[src/rtl/dmem_arb_pkg.sv]
// Shared types, region map and access-legality check for the data-memory arbiter.
package dmem_arb_pkg;

   typedef enum logic [1:0] {
      SZ_B = 2'b00,
      SZ_H = 2'b01,
      SZ_W = 2'b10
   } size_e;

   // Address bits [11:8] select the region.
   localparam logic [3:0] RAM_HI = 4'h7;
   localparam logic [3:0] OUTP   = 4'h8;
   localparam logic [3:0] INP    = 4'h9;

   // Flags misaligned, illegal-size, out-of-map and switch-store accesses.
   function automatic logic access_err(input logic [11:0] addr_lo,
                                       input logic        hi_nz,
                                       input logic [1:0]  size,
                                       input logic        we);
      logic       e;
      logic [3:0] region;
      region = addr_lo[11:8];
      e = hi_nz;
      if (size == 2'b11) e = 1'b1;
      if ((size == SZ_H) && addr_lo[0]) e = 1'b1;
      if ((size == SZ_W) && (addr_lo[1:0] != 2'b00)) e = 1'b1;
      if (!((region <= RAM_HI) || (region == OUTP) || (region == INP))) e = 1'b1;
      if (we && (region == INP)) e = 1'b1;
      return e;
   endfunction

endpackage

[src/rtl/dmem_arbiter_if.sv]
// Requester and memory-side bus of the data-memory arbiter.
interface dmem_arbiter_if #(parameter int unsigned W = 32);
   logic [1:0]   req_i;
   logic [1:0]   we_i;
   logic [W-1:0] addr0_i;
   logic [W-1:0] addr1_i;
   logic [W-1:0] wdata0_i;
   logic [W-1:0] wdata1_i;
   logic [1:0]   size0_i;
   logic [1:0]   size1_i;
   logic [1:0]   uns_i;
   logic [1:0]   gnt_o;
   logic [1:0]   rvalid_o;
   logic [W-1:0] rdata_o;
   logic         rerr_o;
   logic         mem_st_en_o;
   logic [W-1:0] mem_addr_o;
   logic [W-1:0] mem_st_data_o;
   logic [1:0]   mem_sel_mod_o;
   logic         mem_unsigned_o;
   logic [W-1:0] mem_ld_data_i;

   modport slave (
      input  req_i, we_i, addr0_i, addr1_i, wdata0_i, wdata1_i,
             size0_i, size1_i, uns_i, mem_ld_data_i,
      output gnt_o, rvalid_o, rdata_o, rerr_o, mem_st_en_o, mem_addr_o,
             mem_st_data_o, mem_sel_mod_o, mem_unsigned_o
   );

   modport master (
      output req_i, we_i, addr0_i, addr1_i, wdata0_i, wdata1_i,
             size0_i, size1_i, uns_i, mem_ld_data_i,
      input  gnt_o, rvalid_o, rdata_o, rerr_o, mem_st_en_o, mem_addr_o,
             mem_st_data_o, mem_sel_mod_o, mem_unsigned_o
   );
endinterface

[src/rtl/dmem_arb_prio.sv]
// Two-port grant logic: port 0 wins ties until port 1 has waited MAX_STARVE grants.
module dmem_arb_prio #(
   parameter int unsigned MAX_STARVE = 4
) (
   input  logic       clk_i,
   input  logic       rst_i,
   input  logic [1:0] req_i,
   output logic [1:0] gnt_o
);
   localparam int unsigned CW = 4;

   logic [CW-1:0] cnt_q;
   logic [CW-1:0] cnt_d;
   logic          starved;

   // Grant selection and starvation-count update.
   always_comb begin
      gnt_o   = 2'b00;
      cnt_d   = cnt_q;
      starved = (cnt_q == CW'(MAX_STARVE));
      if (!rst_i) begin
         if (req_i[0] && req_i[1]) gnt_o = starved ? 2'b10 : 2'b01;
         else if (req_i[0])        gnt_o = 2'b01;
         else if (req_i[1])        gnt_o = 2'b10;
      end
      if (gnt_o[1] || !req_i[1])       cnt_d = '0;
      else if (gnt_o[0] && !starved)   cnt_d = cnt_q + CW'(1);
   end

   // Starvation counter register.
   always_ff @(posedge clk_i) begin
      if (rst_i) cnt_q <= '0;
      else       cnt_q <= cnt_d;
   end
endmodule

[src/rtl/dmem_arbiter.sv]
// Arbitrates two requesters onto one data-memory/MMIO port with a one-cycle response.
module dmem_arbiter
   import dmem_arb_pkg::*;
#(
   parameter int unsigned W          = 32,
   parameter int unsigned MAX_STARVE = 4
) (
   input  logic           clk_i,
   input  logic           rst_i,
   dmem_arbiter_if.slave  bus
);
   logic [1:0]   gnt;
   logic         any_gnt;
   logic         sel1;
   logic         we_w;
   logic         uns_w;
   logic         err_w;
   logic [W-1:0] addr_w;
   logic [W-1:0] wdata_w;
   logic [1:0]   size_w;

   logic [W-1:0] addr_q;
   logic [W-1:0] wdata_q;
   logic [1:0]   size_q;
   logic         uns_q;

   logic [1:0]   rvalid_q;
   logic [W-1:0] rdata_q;
   logic         rerr_q;

   dmem_arb_prio #(.MAX_STARVE(MAX_STARVE)) u_prio (
      .clk_i (clk_i),
      .rst_i (rst_i),
      .req_i (bus.req_i),
      .gnt_o (gnt)
   );

   // Winner mux and legality check of the granted access.
   always_comb begin
      any_gnt = |gnt;
      sel1    = gnt[1];
      addr_w  = sel1 ? bus.addr1_i  : bus.addr0_i;
      wdata_w = sel1 ? bus.wdata1_i : bus.wdata0_i;
      size_w  = sel1 ? bus.size1_i  : bus.size0_i;
      we_w    = sel1 ? bus.we_i[1]  : bus.we_i[0];
      uns_w   = sel1 ? bus.uns_i[1] : bus.uns_i[0];
      err_w   = access_err(addr_w[11:0], |addr_w[W-1:12], size_w, we_w);
   end

   // Memory port drive; idle cycles replay the last granted access fields.
   always_comb begin
      bus.gnt_o          = gnt;
      bus.mem_st_en_o    = any_gnt & we_w & ~err_w;
      bus.mem_addr_o     = any_gnt ? addr_w  : addr_q;
      bus.mem_st_data_o  = any_gnt ? wdata_w : wdata_q;
      bus.mem_sel_mod_o  = any_gnt ? size_w  : size_q;
      bus.mem_unsigned_o = any_gnt ? uns_w   : uns_q;
      bus.rvalid_o       = rvalid_q;
      bus.rdata_o        = rdata_q;
      bus.rerr_o         = rerr_q;
   end

   // Hold registers for the memory-side fields.
   always_ff @(posedge clk_i) begin
      if (rst_i) begin
         addr_q  <= '0;
         wdata_q <= '0;
         size_q  <= SZ_W;
         uns_q   <= 1'b0;
      end else if (any_gnt) begin
         addr_q  <= addr_w;
         wdata_q <= wdata_w;
         size_q  <= size_w;
         uns_q   <= uns_w;
      end
   end

   // One-cycle response: load data and error captured at the grant edge.
   always_ff @(posedge clk_i) begin
      if (rst_i) begin
         rvalid_q <= 2'b00;
         rdata_q  <= '0;
         rerr_q   <= 1'b0;
      end else begin
         rvalid_q <= gnt;
         rerr_q   <= any_gnt & err_w;
         rdata_q  <= (any_gnt && !we_w && !err_w) ? bus.mem_ld_data_i : '0;
      end
   end
endmodule

[src/flat_wrapper.sv]
// flat-port wrapper written by rule: the top's interface ports become plain ports
module dmem_arbiter_flat import dmem_arb_pkg::*;
#(
   parameter int unsigned W          = 32,
   parameter int unsigned MAX_STARVE = 4
)
  (clk_i, rst_i, bus_req_i, bus_we_i, bus_addr0_i, bus_addr1_i, bus_wdata0_i, bus_wdata1_i, bus_size0_i, bus_size1_i, bus_uns_i, bus_mem_ld_data_i, bus_gnt_o, bus_rvalid_o, bus_rdata_o, bus_rerr_o, bus_mem_st_en_o, bus_mem_addr_o, bus_mem_st_data_o, bus_mem_sel_mod_o, bus_mem_unsigned_o);
  dmem_arbiter_if #(.W(W)) bus_i ();
  input  logic clk_i;
  input  logic rst_i;
  input wire logic [$bits(bus_i.req_i)-1:0] bus_req_i;
  input wire logic [$bits(bus_i.we_i)-1:0] bus_we_i;
  input wire logic [$bits(bus_i.addr0_i)-1:0] bus_addr0_i;
  input wire logic [$bits(bus_i.addr1_i)-1:0] bus_addr1_i;
  input wire logic [$bits(bus_i.wdata0_i)-1:0] bus_wdata0_i;
  input wire logic [$bits(bus_i.wdata1_i)-1:0] bus_wdata1_i;
  input wire logic [$bits(bus_i.size0_i)-1:0] bus_size0_i;
  input wire logic [$bits(bus_i.size1_i)-1:0] bus_size1_i;
  input wire logic [$bits(bus_i.uns_i)-1:0] bus_uns_i;
  input wire logic [$bits(bus_i.mem_ld_data_i)-1:0] bus_mem_ld_data_i;
  output wire logic [$bits(bus_i.gnt_o)-1:0] bus_gnt_o;
  output wire logic [$bits(bus_i.rvalid_o)-1:0] bus_rvalid_o;
  output wire logic [$bits(bus_i.rdata_o)-1:0] bus_rdata_o;
  output wire logic [$bits(bus_i.rerr_o)-1:0] bus_rerr_o;
  output wire logic [$bits(bus_i.mem_st_en_o)-1:0] bus_mem_st_en_o;
  output wire logic [$bits(bus_i.mem_addr_o)-1:0] bus_mem_addr_o;
  output wire logic [$bits(bus_i.mem_st_data_o)-1:0] bus_mem_st_data_o;
  output wire logic [$bits(bus_i.mem_sel_mod_o)-1:0] bus_mem_sel_mod_o;
  output wire logic [$bits(bus_i.mem_unsigned_o)-1:0] bus_mem_unsigned_o;
  assign bus_i.req_i = bus_req_i;
  assign bus_i.we_i = bus_we_i;
  assign bus_i.addr0_i = bus_addr0_i;
  assign bus_i.addr1_i = bus_addr1_i;
  assign bus_i.wdata0_i = bus_wdata0_i;
  assign bus_i.wdata1_i = bus_wdata1_i;
  assign bus_i.size0_i = bus_size0_i;
  assign bus_i.size1_i = bus_size1_i;
  assign bus_i.uns_i = bus_uns_i;
  assign bus_i.mem_ld_data_i = bus_mem_ld_data_i;
  assign bus_gnt_o = bus_i.gnt_o;
  assign bus_rvalid_o = bus_i.rvalid_o;
  assign bus_rdata_o = bus_i.rdata_o;
  assign bus_rerr_o = bus_i.rerr_o;
  assign bus_mem_st_en_o = bus_i.mem_st_en_o;
  assign bus_mem_addr_o = bus_i.mem_addr_o;
  assign bus_mem_st_data_o = bus_i.mem_st_data_o;
  assign bus_mem_sel_mod_o = bus_i.mem_sel_mod_o;
  assign bus_mem_unsigned_o = bus_i.mem_unsigned_o;
  dmem_arbiter #(.W(W), .MAX_STARVE(MAX_STARVE)) u_core (.clk_i(clk_i), .rst_i(rst_i), .bus(bus_i));
endmodule
[config.mk]
export PLATFORM = sky130hd
export DESIGN_NAME = dmem_arbiter_flat
export DESIGN_NICKNAME = d
export VERILOG_FILES = /design/src/rtl/dmem_arb_pkg.sv /design/src/rtl/dmem_arbiter_if.sv /design/src/rtl/dmem_arb_prio.sv /design/src/rtl/dmem_arbiter.sv /design/src/flat_wrapper.sv
export SDC_FILE = /design/constraint.sdc
export NUM_CORES = 1
export LEC_CHECK = 0
export CAP_MARGIN = 20
export CORE_AREA = 2 2 122 124
export CTS_BUF_LIST = sky130_fd_sc_hd__clkbuf_16
export DETAILED_ROUTE_END_ITERATION = 10
export DIE_AREA = 0 0 124 126
export PLACE_DENSITY_LB_ADDON = 0.2
export SKIP_LAST_GASP = 1
export SYNTH_ARGS = -nofsm -noshare
export SYNTH_HDL_FRONTEND = slang
export SYNTH_SLANG_ARGS = --single-unit
[constraint.sdc]
create_clock -name clk_i -period 4.03 [get_ports clk_i]
set_clock_uncertainty 0.2 [all_clocks]
set_input_delay 0.403 -clock clk_i [delete_from_list [all_inputs] [get_ports clk_i]]
set_output_delay 0.403 -clock clk_i [all_outputs]
set_load 0.01 [all_outputs]
==> metrics.cfg, run 1 <==
[clock_tree]
cts_tree=done
cts_resized=0
cts_inserted_buffers=9
htreeDepth=3
cts.reportedPaths.clkPinSlew_ps=70
cts_buffer_depth=2
cts_sinks=106
hold_buffers=0
cts_setup_buffers=0
cts-root-buf=clkbuf_16
insertion_delay_ps=340

[worst_hold_path]
min_path_type=flip-flop to flip-flop
holdPathEnd=u_core.size_q[1]$_SDFF_PP1_
hold_depth=2
worstHoldStart=u_core.size_q[1]$_SDFF_PP1_

[finish]
utilization_pct=57.2
final_cell_area_sq_um=8190
fin_cells=1045
syn2layout_area_growth_pct=62.3
antenna_cells=0
drive_gt1_share_pct=8.13
nets=1030

[timing]
period_share_pct=83.6
min_period_ps=3370
worstMarginPinSlew_ps=957
fmax_mhz=297
drv_slew=0
setup-tns-final_ps=0
rsz0062_at_grt=false
holdWs_ps=282
finalHoldViolCount=0
maxSlewHeadroom_pct=36.2
final-setup-viol-count=0

[detailed_routing]
drt.antenna.violating_nets=0
drc=0
drt_wl_total_microns=17300
wl_per_cell_microns=16.5
vias_per_cell=5.38
dr.pass1.iters=5
detail_route.iter0.violations=227
vias=5627

[place]
hpwl_microns=12900
place.gp.congestion=0.900
placement.cell_area_sq_um=7910
placed_cells=1029
port_buffers=276

[setup_path]
critPathMaxStageDelay_ps=610
path_cells=inv_1 > ha_1 > nand3b_1 > a21o_2 > inv_2 > buf_12 > nand2_1 > a31oi_1 > clkdlybuf4s50_1
cp.required_ps=3430
crit_type=flip-flop to output port
timing.rr.start=u_core.u_prio.cnt_q[0]$_SDFFE_PP0P_
critPathCaptureType=output port
start_kind=flip-flop
worstRegToRegCells=7
crit_slowest_cell=clkdlybuf4s50_1
worstPathMaxFanout=28
regToRegSetupSlack_ps=1360
arrival_ps=2770
r2r-end=u_core.bus.rdata_o[15]$_SDFF_PP0_

[flow_run]
cap_violations=0

[synthesis]
synth_cell_types=38
synth_flop_cell=dfxtp_1
ys_ff_latch=106
synth_cells=614
synth_edf_count=0
synthArstFlopShare_pct=0
yosysTopAreaCellShare_pct=42.1
synth_area_sq_um=5040
syn_avg_cell_area_sq_um=8.22
synth_top_cell_by_area=dfxtp_1
synth_common_cells=nand2_1, dfxtp_1, nor2_1, a311oi_1, a31oi_1
synth_most_common_cell=nand2_1
syn_nets=788
synth_area_leaders=dfxtp_1, nand2_1, a311oi_1
synth_seq_area_share_pct=42.1
synth.yosys.warnings=0

[grt]
antenna_found_initial=0
grt_pass1_wl_microns=26200
grt_pass1_vias=5433
overflow=0
grt_max_degree=103
grt_usage_pct=21.4

[pwr]
leakagePower_nw=2.93
peakVddDrop_v=0.000168
power_density_nw_per_um2=320

[floorplanning]
fp-row-count=44
fp.dieH_microns=126
core_region_area_sq_um=14300
die_x_microns=124
initial_core_util_pct=35.2
num_io_pins=277
dieArea_sq_um=15600

[outcome]
status=finished clean

==> layout by cell type (no fill, tap or decap), types with 2 or more instances in the layout <==
| master | netlist | layout |
|---|---|---|
| nand2b_1 | 2 | 2 |
| o22ai_1 | 2 | 2 |
| buf_4 | 4 | 8 |
| clkinvlp_4 | 0 | 4 |
| nor4_1 | 6 | 6 |
| or4_1 | 3 | 3 |
| a21oi_1 | 2 | 2 |
| buf_12 | 0 | 4 |
| dfxtp_1 | 106 | 106 |
| and3_1 | 2 | 2 |
| a31oi_1 | 66 | 66 |
| nand2_1 | 168 | 168 |
| clkdlybuf4s50_1 | 0 | 275 |
| o21a_1 | 2 | 2 |
| a211oi_2 | 31 | 31 |
| nand3_1 | 3 | 3 |
| a211oi_1 | 2 | 2 |
| nand4b_1 | 2 | 2 |
| a311oi_1 | 66 | 66 |
| ha_1 | 2 | 2 |
| nor2_1 | 72 | 71 |
| clkbuf_16 | 0 | 9 |
| inv_1 | 5 | 5 |
==> stage by stage <==
| stage | total power, W | setup WS, ps |
|---|---|---|
| floorplan | 0.00142 | 1620 |
| global placement | 0.00181 | 655 |
| detailed placement | 0.00181 | 677 |
| CTS | 0.00266 | 625 |
| global route | 0.00276 | 479 |
| finish | 0.00262 | 661 |
==> area by class of cell <==
type / count / area [sq um]
Clock inverter: 7 / 53.8
Fill cell: 1274 / 6130
Multi-Input combinational cell: 445 / 2630
Clock buffer: 9 / 225
Sequential cell: 106 / 2120
Timing Repair Buffer: 288 / 2900
Tap cell: 184 / 230
Inverter: 6 / 22.5
==> layer usage <==
metal  wire length, microns  global-route usage [%]  vias up
met5                      0                       0        -
met4                    590                    9.72        0
met3                   1680                    6.57       41
met2                   8160                    35.8      229
met1                   6830                    24.8     2612
li1                       -                       -     2745
==> worst max path at each step <==
stage / cells past startpoint / end / start
2_1_floorplan: 4 / bus_mem_st_en_o / bus_addr1_i[25]
3_3_place_gp: 7 / bus_mem_st_data_o[24] / bus_req_i[1]
3_5_place_dp: 7 / bus_mem_st_data_o[24] / bus_req_i[1]
4_1_cts: 9 / bus_mem_st_data_o[24] / u_core.u_prio.cnt_q[0]$_SDFFE_PP0P_
5_1_grt: 9 / bus_mem_st_data_o[24] / u_core.u_prio.cnt_q[0]$_SDFFE_PP0P_
6_report: 9 / bus_mem_st_data_o[24] / u_core.u_prio.cnt_q[0]$_SDFFE_PP0P_
==> power by group <==
group | switching, W | total (W) | internal [W] | leakage, nW
Clock | 0.000406 | 0.000830 | 0.000424 | 0.124
Sequential | 0.0000140 | 0.00112 | 0.00110 | 0.871
Combinational | 0.000311 | 0.000677 | 0.000366 | 1.94
Total | 0.000732 | 0.00262 | 0.00189 | 2.93
==> logic make-up after synthesis <==
| logic type | share of synthesized area [%] |
|---|---|
| AOI/OAI and AO/OA | 29.5 |
| and+or+nand+nor | 21.5 |
| xor gates and xnor gates | 0.347 |
| buffers and inverters | 5.90 |
| adders and majority gates | 0.496 |
| muxes | 0.223 |
| DFF | 42.1 |
==> sequential cells by signal, indices dropped and copies added (netlist names) <==
register and cells:
u_core.addr_q 32, u_core.bus.rerr_o 1, u_core.u_prio.cnt_q 4, u_core.uns_q 1
u_core.size_q 2, u_core.bus.rvalid_o 2, u_core.wdata_q 32, u_core.bus.rdata_o 32
==> worst max-delay path: cells and delay by family (launching register included) <==
kind	cells	cell delay [ps]
fa+ha+maj	1	150
simple gates	2	210
compound gates	2	570
buf+inv	4	1140
flops	1	340
Power figures use the tool's default switching activity.
==> run 2, diff against run 1 <==
clock period = 3.5 ns   (was 4.03 ns; I/O delays follow)
==> run 2 against run 1 <==
Net effect:
- sequential cell count is the same
- count of clock-buffer cells in the layout unchanged
- worst setup slack lost 450 ps
- utilization grew 0.12 points
- register-to-register slack lost 440 ps
- final area up 0.21%
- critical path depth shrank 1
- sequential share of layout area is 0.055 points lower
- routed wire length is essentially flat
- first-iteration DRC count increased by 20%
- die area did not move
- sequential power grew 14%
- critical endpoint is now bus_mem_st_en_o
==> metrics.cfg, run 2 (synthesis gave the netlist of run 1 again) <==
[setup_path]
critPathMaxStageDelay_ps=600  ; about the same
cp.required_ps=2950  ; -480 ps
worstPathMaxFanout=71  ; +150%
crit_type=flip-flop to output port
critPathCaptureType=output port
path_cells=inv_1 > ha_1 > nand3b_1 > a21o_2 > buf_12 > nand4_2 > a221oi_1 > clkdlybuf4s50_1
worstRegToRegCells=8  ; +1
crit_slowest_cell=clkdlybuf4s50_1
regToRegSetupSlack_ps=920  ; -440 ps
r2r-end=u_core.bus.rdata_o[1]$_SDFF_PP0_
arrival_ps=2740  ; -30 ps
cp-startpoint=u_core.u_prio.cnt_q[0]$_SDFFE_PP0P_
start_kind=flip-flop
timing.rr.start=u_core.u_prio.cnt_q[0]$_SDFFE_PP0P_

[timing]
setup-tns-final_ps=0  ; unchanged
min_period_ps=3290
rsz0062_at_grt=false
worstMarginPinSlew_ps=776  ; -181 ps
finalHoldViolCount=0  ; unchanged
final-setup-viol-count=0  ; unchanged
drv_slew=0  ; unchanged
fmax_mhz=304
maxSlewHeadroom_pct=48.3  ; +12 points
period_share_pct=94.0

[clock_tree]
insertion_delay_ps=340  ; about the same
cts_resized=0  ; unchanged
hold_buffers=0  ; unchanged
cts-root-buf=clkbuf_16
cts_setup_buffers=0  ; unchanged
cts_tree=done
cts_buffer_depth=2  ; unchanged
cts_sinks=106  ; unchanged
cts.reportedPaths.clkPinSlew_ps=70  ; about the same
cts_inserted_buffers=9  ; unchanged
htreeDepth=3  ; unchanged

[floorplanning]
fp-row-count=44  ; unchanged
initial_core_util_pct=35.2  ; unchanged
fp.dieH_microns=126  ; unchanged
num_io_pins=277  ; unchanged
dieArea_sq_um=15600  ; unchanged
core_region_area_sq_um=14300  ; unchanged
die_x_microns=124  ; unchanged

[grt]
grt_pass1_vias=5369  ; -1.2%
grt_max_degree=121  ; +17%
grt_pass1_wl_microns=26800  ; +2.2%
overflow=0  ; unchanged
grt_usage_pct=21.7  ; +0.38 points
antenna_found_initial=0  ; unchanged

[worst_hold_path]
hold_depth=2  ; unchanged
min_path_type=flip-flop to flip-flop
holdPathEnd=u_core.size_q[1]$_SDFF_PP1_
worstHoldStart=u_core.size_q[1]$_SDFF_PP1_

[detailed_routing]
drc=0  ; unchanged
drt.antenna.violating_nets=0  ; unchanged
drt_wl_total_microns=17200  ; about the same
dr.pass1.iters=5  ; unchanged
vias_per_cell=5.35  ; -0.56%
wl_per_cell_microns=16.5  ; +0.15%
detail_route.iter0.violations=272  ; +20%
vias=5585  ; -0.75%

[finish]
fin_cells=1043  ; -0.19%
drive_gt1_share_pct=7.80  ; -0.33 points
layout.cells.most_common=clkdlybuf4s50_1
nets=1028  ; -0.19%
antenna_cells=0  ; unchanged
syn2layout_area_growth_pct=62.6
num-fill-cells=1296  ; +1.7%
layout_common_cells=clkdlybuf4s50_1, nand2_1, dfxtp_1

[flow_run]
cap_violations=0  ; unchanged

[place]
placed_cells=1027  ; -0.19%
hpwl_microns=12700  ; -1.2%
port_buffers=276  ; unchanged
place.gp.congestion=0.928  ; +3.1%

[pwr]
fin_total_pwr_w=0.00305  ; +16%
comb_power_share_pct=25.6  ; -0.2 points
internal-power_w=0.00224  ; +18%
leakagePower_nw=2.94  ; +0.41%
p_sw_share_pct=26.7  ; -1.2 points
clkPwrFrac_pct=32.3  ; +0.7 points
seqPwrFrac_pct=42.1  ; -0.4 points
power_switching_w=0.000816  ; +12%
power_density_nw_per_um2=372  ; +16%
peakVddDrop_v=0.000214  ; +27%

[outcome]
status=finished clean

==> run 2: worst max-delay path by stage <==
stage / slack, ps / end / depth (start not counted)
2_1_floorplan: 1200 / bus_mem_st_en_o / 4
3_3_place_gp: 270 / bus_mem_st_data_o[24] / 8
3_5_place_dp: 270 / bus_mem_addr_o[10] / 8
4_1_cts: 130 / bus_mem_addr_o[10] / 9
5_1_grt: 30 / bus_mem_addr_o[10] / 9
6_report: 210 / bus_mem_st_en_o / 8
==> run 2: layout make-up <==
class,count,area [sq um],share of cell area (%)
inverters,6,23.8,0.290
clock inverters,7,60.1,0.732
well taps,184,230,2.81
multi-input cells,445,2630,32.1
clock buffers,9,225,2.75
repair buffers,286,2910,35.4
flip-flops and latches,106,2120,25.9
==> run 2: routing by layer <==
| layer | share of wire (%) | wire, microns | global-route usage [%] | vias up |
|---|---|---|---|---|
| met3 | 9.2 | 1590 | 6.93 | 31 |
| met4 | 2.6 | 455 | 8.00 | 0 |
| met2 | 48 | 8220 | 35.7 | 239 |
| met1 | 40 | 6980 | 26.5 | 2580 |
| met5 | 0 | 0 | 0 | - |
| li1 | - | - | - | 2735 |
==> run 2: worst max-delay path, delay by kind of cell, from the launching register on <==
family,cells,cell delay [ps]
AO/OA/AOI/OAI,2,520
AND/OR/NAND/NOR,2,280
adder cells (fa/ha/maj),1,200
flip-flops,1,380
buffers and inverters,3,950
==> run 2: metrics by stage <==
step / util (%) / instance area [sq um] / hold WS [ps] / setup slack [ps]
floorplan: - / 5040 / 230 / 1200
global placement: 55.3 / 7920 / 238 / 272
detailed placement: 55.3 / 7920 / 276 / 273
CTS: 57.3 / 8200 / 291 / 128
global route: 57.3 / 8200 / 301 / 29.1
finish: 57.3 / 8200 / 285 / 208
==> run 2: power by group through the flow <==
stage          combinational, W  clock [W]  sequential, W
2_1_floorplan          0.000326          0        0.00131
3_3_place_gp           0.000773          0        0.00131
3_5_place_dp           0.000779          0        0.00131
4_1_cts                0.000785    0.00102        0.00128
5_1_grt                0.000848    0.00107        0.00129
6_report               0.000782   0.000986        0.00128
==> run 3, diff against run 2 <==
ABC_CLOCK_PERIOD_IN_PS = 3500   (was unset)
SLEW_MARGIN = 0   (was unset)
==> results of run 3 <==
Final layout, timing and power as in run 2 (identical DEF).
